### config.mk
export PLATFORM = sky130hd
export DESIGN_NAME = subservient_gpio_bank_flat
export DESIGN_NICKNAME = d
export VERILOG_FILES = /design/src/rtl/subservient_gpio_bank_if.sv /design/src/rtl/subservient_gpio_bank.sv /design/src/flat_wrapper.sv
export SDC_FILE = /design/constraint.sdc
export NUM_CORES = 1
export LEC_CHECK = 0
export CAP_MARGIN = 20
export CORE_MARGIN = 2
export CORE_UTILIZATION = 41
export DETAILED_ROUTE_END_ITERATION = 10
export PLACE_DENSITY = 0.86
export SLEW_MARGIN = 20
export SYNTH_ARGS = -nofsm -noshare
export SYNTH_HDL_FRONTEND = slang
export SYNTH_SLANG_ARGS = --single-unit
### constraint.sdc
create_clock -name i_clk -period 2.3 [get_ports i_clk]
set_clock_uncertainty 0.05 [all_clocks]
set_input_delay 0.46 -clock i_clk [delete_from_list [all_inputs] [get_ports i_clk]]
set_output_delay 0.46 -clock i_clk [all_outputs]
set_load 0.02 [all_outputs]
### src/rtl/subservient_gpio_bank_if.sv
// rtl/subservient_gpio_bank_if.sv - Wishbone data-bus bundle for the GPIO bank
interface subservient_gpio_bank_if;
    logic [2:0]  i_wb_adr;
    logic [31:0] i_wb_dat;
    logic        i_wb_we;
    logic        i_wb_stb;
    logic [31:0] o_wb_rdt;
    logic        o_wb_ack;

    modport master (
        output i_wb_adr, i_wb_dat, i_wb_we, i_wb_stb,
        input  o_wb_rdt, o_wb_ack
    );

    modport slave (
        input  i_wb_adr, i_wb_dat, i_wb_we, i_wb_stb,
        output o_wb_rdt, o_wb_ack
    );
endinterface

### src/rtl/subservient_gpio_bank.sv
// rtl/subservient_gpio_bank.sv - WIDTH-pin GPIO bank on Wishbone
// Edge interrupts (RISE_EN/FALL_EN/PEND, o_irq) exist only with SUBSERVIENT_GPIO_IRQ_EN defined.
module subservient_gpio_bank #(
    parameter int WIDTH = 8
) (
    input  logic                 i_clk,
    input  logic                 i_rst,
    subservient_gpio_bank_if.slave wb,
    input  logic [WIDTH-1:0]     i_gpio,
    output logic [WIDTH-1:0]     o_gpio,
    output logic [WIDTH-1:0]     o_gpio_oe,
    output logic                 o_irq
);

    logic [WIDTH-1:0] out_q, out_d;
    logic [WIDTH-1:0] oe_q, oe_d;
    logic [WIDTH-1:0] sync1_q, sync2_q;
    logic             ack_q, ack_d;
    logic [31:0]      rdt_q, rdt_d;
    logic [31:0]      rd_data;
    logic             access;
    logic             wr_en;
    logic             unused_dat;

`ifdef SUBSERVIENT_GPIO_IRQ_EN
    logic [WIDTH-1:0] prev_q;
    logic [WIDTH-1:0] rise_en_q, rise_en_d;
    logic [WIDTH-1:0] fall_en_q, fall_en_d;
    logic [WIDTH-1:0] pend_q, pend_d;
    logic [WIDTH-1:0] clr;
`endif

    // An access is taken only when ack is low, which forces a gap cycle between acks.
    assign access     = wb.i_wb_stb & ~ack_q;
    assign wr_en      = access & wb.i_wb_we;
    assign unused_dat = ^wb.i_wb_dat;

    always_comb begin
        rd_data = '0;
        case (wb.i_wb_adr)
            3'd0: rd_data[WIDTH-1:0] = out_q;
            3'd1: rd_data[WIDTH-1:0] = oe_q;
            3'd2: rd_data[WIDTH-1:0] = sync2_q;
`ifdef SUBSERVIENT_GPIO_IRQ_EN
            3'd3: rd_data[WIDTH-1:0] = rise_en_q;
            3'd4: rd_data[WIDTH-1:0] = fall_en_q;
            3'd5: rd_data[WIDTH-1:0] = pend_q;
`endif
            default: ;
        endcase

        out_d = out_q;
        oe_d  = oe_q;
        if (wr_en && wb.i_wb_adr == 3'd0) out_d = wb.i_wb_dat[WIDTH-1:0];
        if (wr_en && wb.i_wb_adr == 3'd1) oe_d  = wb.i_wb_dat[WIDTH-1:0];

        ack_d = access;
        rdt_d = access ? rd_data : 32'd0;

`ifdef SUBSERVIENT_GPIO_IRQ_EN
        rise_en_d = rise_en_q;
        fall_en_d = fall_en_q;
        if (wr_en && wb.i_wb_adr == 3'd3) rise_en_d = wb.i_wb_dat[WIDTH-1:0];
        if (wr_en && wb.i_wb_adr == 3'd4) fall_en_d = wb.i_wb_dat[WIDTH-1:0];

        clr = (wr_en && wb.i_wb_adr == 3'd5) ? wb.i_wb_dat[WIDTH-1:0] : '0;
        // Set terms are OR-ed after the clear so a coincident edge wins.
        pend_d = (pend_q & ~clr)
               | (sync2_q & ~prev_q & rise_en_q)
               | (~sync2_q & prev_q & fall_en_q);
`endif
    end

    always_ff @(posedge i_clk) begin
        if (i_rst) begin
            out_q     <= '0;
            oe_q      <= '0;
            sync1_q   <= '0;
            sync2_q   <= '0;
            ack_q     <= 1'b0;
            rdt_q     <= 32'd0;
`ifdef SUBSERVIENT_GPIO_IRQ_EN
            prev_q    <= '0;
            rise_en_q <= '0;
            fall_en_q <= '0;
            pend_q    <= '0;
`endif
        end else begin
            out_q     <= out_d;
            oe_q      <= oe_d;
            sync1_q   <= i_gpio;
            sync2_q   <= sync1_q;
            ack_q     <= ack_d;
            rdt_q     <= rdt_d;
`ifdef SUBSERVIENT_GPIO_IRQ_EN
            prev_q    <= sync2_q;
            rise_en_q <= rise_en_d;
            fall_en_q <= fall_en_d;
            pend_q    <= pend_d;
`endif
        end
    end

    assign wb.o_wb_ack = ack_q;
    assign wb.o_wb_rdt = rdt_q;
    assign o_gpio      = out_q;
    assign o_gpio_oe   = oe_q;

`ifdef SUBSERVIENT_GPIO_IRQ_EN
    assign o_irq = |pend_q;
`else
    assign o_irq = 1'b0;
`endif

endmodule

### src/flat_wrapper.sv
// flat-port wrapper written by rule: the top's interface ports become plain ports
module subservient_gpio_bank_flat 
#(
    parameter int WIDTH = 8
)
  (i_clk, i_rst, i_gpio, o_gpio, o_gpio_oe, o_irq, wb_i_wb_adr, wb_i_wb_dat, wb_i_wb_we, wb_i_wb_stb, wb_o_wb_rdt, wb_o_wb_ack);
  subservient_gpio_bank_if wb_i ();
  input  logic i_clk;
  input  logic i_rst;
  input  logic [WIDTH-1:0] i_gpio;
  output logic [WIDTH-1:0] o_gpio;
  output logic [WIDTH-1:0] o_gpio_oe;
  output logic o_irq;
  input wire logic [$bits(wb_i.i_wb_adr)-1:0] wb_i_wb_adr;
  input wire logic [$bits(wb_i.i_wb_dat)-1:0] wb_i_wb_dat;
  input wire logic [$bits(wb_i.i_wb_we)-1:0] wb_i_wb_we;
  input wire logic [$bits(wb_i.i_wb_stb)-1:0] wb_i_wb_stb;
  output wire logic [$bits(wb_i.o_wb_rdt)-1:0] wb_o_wb_rdt;
  output wire logic [$bits(wb_i.o_wb_ack)-1:0] wb_o_wb_ack;
  assign wb_i.i_wb_adr = wb_i_wb_adr;
  assign wb_i.i_wb_dat = wb_i_wb_dat;
  assign wb_i.i_wb_we = wb_i_wb_we;
  assign wb_i.i_wb_stb = wb_i_wb_stb;
  assign wb_o_wb_rdt = wb_i.o_wb_rdt;
  assign wb_o_wb_ack = wb_i.o_wb_ack;
  subservient_gpio_bank #(.WIDTH(WIDTH)) u_core (.i_clk(i_clk), .i_rst(i_rst), .wb(wb_i), .i_gpio(i_gpio), .o_gpio(o_gpio), .o_gpio_oe(o_gpio_oe), .o_irq(o_irq));
endmodule
==> reports/qor.yml, run 1 <==
vias: 1193
numCtsBuffers: 5
rows: 23
routedWlPerCell_um: 11.2
crit_path_start_kind: "flop"
status: "finished clean"
clockBufferDepth: 2
drv_slew: 0
worstSetupPathType: "reg -> out"
whs_ns: 0.389
cp.depth: 1
post-route-min-period_ns: 1.87
path_buf_inv: 1
reg2reg_slack_ns: 1.03
rsz0062_at_grt: "false"
p_leak_nw: 0.923
power_mw: 1.48
initial_core_util_pct: 42.9
ys_types: 17
avgViaCountPerCell: 4.35
root_buffer: "clkbuf_8"
drtAntennaViolNets: 0
r2r_end: "u_core.o_gpio[6]"
finish.utilization_pct: 57.0
syn_avg_cell_area_um2: 10.1
placed_cells: 266
antenna_found_initial: 0
reg2regPathDepth: 3
crit_slowest_cell: "clkdlybuf4s50_1"
dp_hpwl_um: 2310
drv_cap: 0
io_pins: 97
fin_tns_setup_ns: 0
die_w_um: 68.9
finalHoldViolCount: 0
slowest_delay_ns: 0.64
r2r_start: "u_core.wb.o_wb_ack"
synth-seq-cells: 41
cts_setup_buffers: 0
dieArea_um2: 4750
n_antenna_cell: 0
drt-initial-drc-count: 48
critPathCapture: "wb_o_wb_ack"
cts_resized: 0
area_growth_syn_to_layout_pct: 32.8
drt-total-wl_um: 3070
io_buffers: 47
grt_max_degree: 22
core-area_um2: 4030
gr-total-overflow: 0
h-tree-depth: 2
gp_congestion: 0.675
ys_seq_area_share_pct: 47.5
cts_tree: "yes"
crit_start: "u_core.wb.o_wb_ack"
final_cell_mix: "47 x clkdlybuf4s50_1, 41 x dfxtp_1, 25 x conb_1"
hold_class: "reg -> reg"
cts_hold_buf: 0
path_cells: "clkdlybuf4s50_1"
final_common_cell: "clkdlybuf4s50_1"
layout-drive-gt1-share_pct: 10.7
drc: 0
required_ns: 1.79
grt_usage_pct: 14.0
fin_nets: 270
grt_pass1_vias: 1005
path_clk_slew_ns: 0.08
first_pass_iters: 4
max-vdd-ir-drop_uv: 250
postSynthCellCount: 171
path_delay_family: "buffers and inverters"
critPathCaptureType: "output port"
stdcell_count: 274
setup_viol: 0
period_share_pct: 81.3
worstPathArrival_ns: 1.36
fp.dieH_um: 68.9
insertion_delay_ns: 0.29
grt_pass1_wl_um: 4650
cp_max_fo: 4
yosysWarnings: 0
netlist_area_um2: 1730
pwr_density_cell_nw_per_um2: 643
clkSinkCount: 41
fmax_mhz: 535
-- stage by stage --
step	setup slack [ns]	area, µm²
global route	0.348	2290
finish	0.429	2290
CTS	0.406	2290
floorplan	0.935	1820
global placement	0.303	2170
detailed placement	0.279	2170
-- power breakdown --
group	switching [mW]	total [mW]	internal, mW
logic	0.0810	0.151	0.0700
registers	0.00681	0.734	0.727
clock network	0.239	0.592	0.353
-- cells in the mapped netlist (all sizes together) --
library cell	count	area, µm²
nor2b	17	106
a21oi	8	40.0
nand2b	24	150
or2	8	50.1
nor3	1	16.3
buf	27	203
clkbuf	5	18.8
nor3b	1	7.51
nand4	1	12.5
dfxtp	41	821
nand2	9	33.8
nor2	2	7.51
conb	1	3.75
mux2i	24	240
nand4b	2	17.5
-- metal layers --
| layer | vias up | track usage (%) | routed length, µm |
|---|---|---|---|
| li1 | 603 | - | - |
| met1 | 537 | 17.3 | 1320 |
| met2 | 46 | 21.9 | 1460 |
| met3 | 7 | 4.87 | 235 |
| met4 | 0 | 6.62 | 55 |
| met5 | - | 0 | 0 |
-- how the worst min path moves through the flow --
stage,cells after the start,end,slack [ns],startpoint
final,1,u_core.sync2_q[3],0.39,u_core.sync1_q[3]
after global routing,2,u_core.wb.o_wb_rdt[6],0.40,u_core.sync2_q[6]
after CTS,1,u_core.sync2_q[3],0.39,u_core.sync1_q[3]
after detailed placement,1,u_core.sync2_q[3],0.37,u_core.sync1_q[3]
after global placement,1,u_core.sync2_q[6],0.37,u_core.sync1_q[6]
after floorplan,1,u_core.sync2_q[0],0.36,u_core.sync1_q[0]
-- registers in the layout, indices dropped and copies added (netlist names) --
| name | count |
|---|---|
| u_core.o_gpio_oe | 8 |
| u_core.wb.o_wb_ack | 1 |
| u_core.o_gpio | 8 |
| u_core.sync2_q | 8 |
| u_core.sync1_q | 8 |
| u_core.wb.o_wb_rdt | 8 |
-- cell type report --
class                      instances  area, µm²
sequential                        41        821
fill                             365       1730
timing repair buffer              53        515
multi-input combinational        122        776
clock inverter                     2       37.5
tap                               50       62.6
clock buffer                       6       82.6
-- cell families after synthesis --
family                 synth area share (%)
other                                 0.217
buffers and inverters                  12.8
multiplexers                           13.9
flip-flops                             47.5
AND/OR/NAND/NOR                        23.2
AO/OA/AOI/OAI                          2.32
Power figures use the tool's default switching activity.
==> run 2, diff against run 1 <==
--- a/config.mk
+++ b/config.mk
@@ -7,9 +7,9 @@
 export LEC_CHECK = 0
 export CAP_MARGIN = 20
 export CORE_MARGIN = 2
-export CORE_UTILIZATION = 41
+export CORE_UTILIZATION = 34
 export DETAILED_ROUTE_END_ITERATION = 10
-export PLACE_DENSITY = 0.86
+export PLACE_DENSITY = 0.76
 export SLEW_MARGIN = 20
 export SYNTH_ARGS = -nofsm -noshare
 export SYNTH_HDL_FRONTEND = slang
==> constraint.sdc (replaced) <==
create_clock -name i_clk -period 1.62 [get_ports i_clk]
set_clock_uncertainty 0.05 [all_clocks]
set_input_delay 0.324 -clock i_clk [delete_from_list [all_inputs] [get_ports i_clk]]
set_output_delay 0.324 -clock i_clk [all_outputs]
set_load 0.02 [all_outputs]
==> run 2 against run 1 <==
Clock power grew 44%. Combinational power increased by 47%. Cell count is 7.7% higher. Routed wire length is 2.2% higher. Setup slack lost 0.38 ns. First-iteration DRC count down 35%. Worst hold slack better by 0.00086 ns. Highest routed layer unchanged.
==> reports/qor.yml, run 2 (same netlist as run 1, synthesis figures left out) <==
area_growth_syn_to_layout_pct: 37.4
insertion_delay_ns: 0.29
place_ws_ns: -0.0655
fp.dieH_um: 75.3
drc: 0
max-vdd-ir-drop_uv: 564
finish.utilization_pct: 49.3
cp_max_fo: 1
gp_congestion: 0.779
worstPathArrival_ns: 1.19
required_ns: 1.25
vias: 1221
cts_tree: "yes"
path_buf_inv: 1
final_common_cell: "dfxtp_1"
antenna_found_initial: 0
clkSinkCount: 41
dieArea_um2: 5670
crit_path_start_kind: "flop"
finalHoldViolCount: 0
hold_end: "u_core.wb.o_wb_rdt[1]"
r2r_start: "u_core.wb.o_wb_ack"
drv_cap: 0
stdcell_count: 295
setup_viol: 0
grt_usage_pct: 11.8
pwr_density_cell_nw_per_um2: 890
min_from: "u_core.sync2_q[1]"
rsz0062_at_grt: "false"
post-route-min-period_ns: 1.57
switchingPower_uw: 476
grt_pass1_vias: 1068
core-area_um2: 4820
whs_ns: 0.389
reg2reg_slack_ns: 0.49
power.share.clock_pct: 40.3
fin_nets: 274
reg2regPathDepth: 4
io_buffers: 47
grt_pass1_wl_um: 4840
numCtsBuffers: 5
rows: 25
grt_max_degree: 41
fin_ws_ns: 0.0536
gr-total-overflow: 0
status: "finished clean"
critPathCaptureType: "output port"
clockBufferDepth: 2
power.internal_mw: 1.64
cts_setup_buffers: 0
final_cell_mix: "41 x dfxtp_1, 25 x conb_1, 24 x nand2b_1, 24 x mux2i_1, 24 x clkdlybuf4s50_1"
p_sw_share_pct: 22.5
comb_power_share_pct: 10.5
drt-total-wl_um: 3140
hold_class: "reg -> reg"
drt-initial-drc-count: 31
slowest_delay_ns: 0.59
r2r_end: "u_core.o_gpio[5]"
finish.instance_area_um2: 2370
whs_path_depth: 2
initial_core_util_pct: 35.9
first_pass_iters: 4
dp_hpwl_um: 2340
drv_slew: 0
placed_area_um2: 2260
p_seq_share_pct: 49.2
path_delay_family: "buffers and inverters"
crit_start: "u_core.wb.o_wb_rdt[3]"
fin_tns_setup_ns: 0
p_leak_nw: 1.13
layout-drive-gt1-share_pct: 12.3
path_clk_slew_ns: 0.08
power_mw: 2.11
worstSetupPathType: "reg -> out"
fmax_mhz: 638
avgViaCountPerCell: 4.14
crit_slowest_cell: "clkdlybuf4s50_1"
n_antenna_cell: 0
root_buffer: "clkbuf_8"
placed_cells: 287
h-tree-depth: 2
io_pins: 97
die_w_um: 75.3
routedWlPerCell_um: 10.6
drtAntennaViolNets: 0
path_cells: "clkdlybuf4s50_1"
period_share_pct: 96.7
==> run 2: routing by layer <==
layer | track usage [%] | wire length, µm | vias up
met2 | 18.6 | 1530 | 41
met1 | 14.1 | 1330 | 561
li1 | - | - | 612
met3 | 5.16 | 221 | 7
met4 | 4.68 | 48 | 0
met5 | 0 | 0 | -
==> run 2: worst max-delay path by stage <==
stage                        to  cells after the start
6_report         wb_o_wb_rdt[3]                      1
5_1_grt          wb_o_wb_rdt[3]                      1
3_3_place_gp   u_core.o_gpio[2]                      6
3_5_place_dp   u_core.o_gpio[5]                      6
4_1_cts          wb_o_wb_rdt[1]                      1
2_1_floorplan  u_core.o_gpio[0]                      4
==> run 2: final cells by class <==
cell class              instances  area, µm²
multi-input cells             122        776
fillers                       492       2440
clock inverters                 2       37.5
well taps                      67       83.8
repair buffers                 57        573
clock buffers                   6       82.6
flip-flops and latches         41        821
==> run 2: repair_timing <==
item	4_1_cts	5_1_grt
endpoints found under the setup margin	18	5
endpoints found under the hold margin	0	0
gates resized for setup	18	5
hold buffers	0	0
==> run 2: power groups by stage <==
stage / sequential (mW) / clock [mW] / combinational (mW)
final: 1.04 / 0.851 / 0.222
after CTS: 1.04 / 0.880 / 0.224
after detailed placement: 1.07 / 0 / 0.227
after global routing: 1.04 / 0.926 / 0.242
after floorplan: 1.07 / 0 / 0.167
after global placement: 1.06 / 0 / 0.225
==> run 2: worst min-delay path, stage by stage (launching register included) <==
cell and delay, ns:
dfxtp_1 0.30, nand2_1 0.04, a21oi_1 0.05
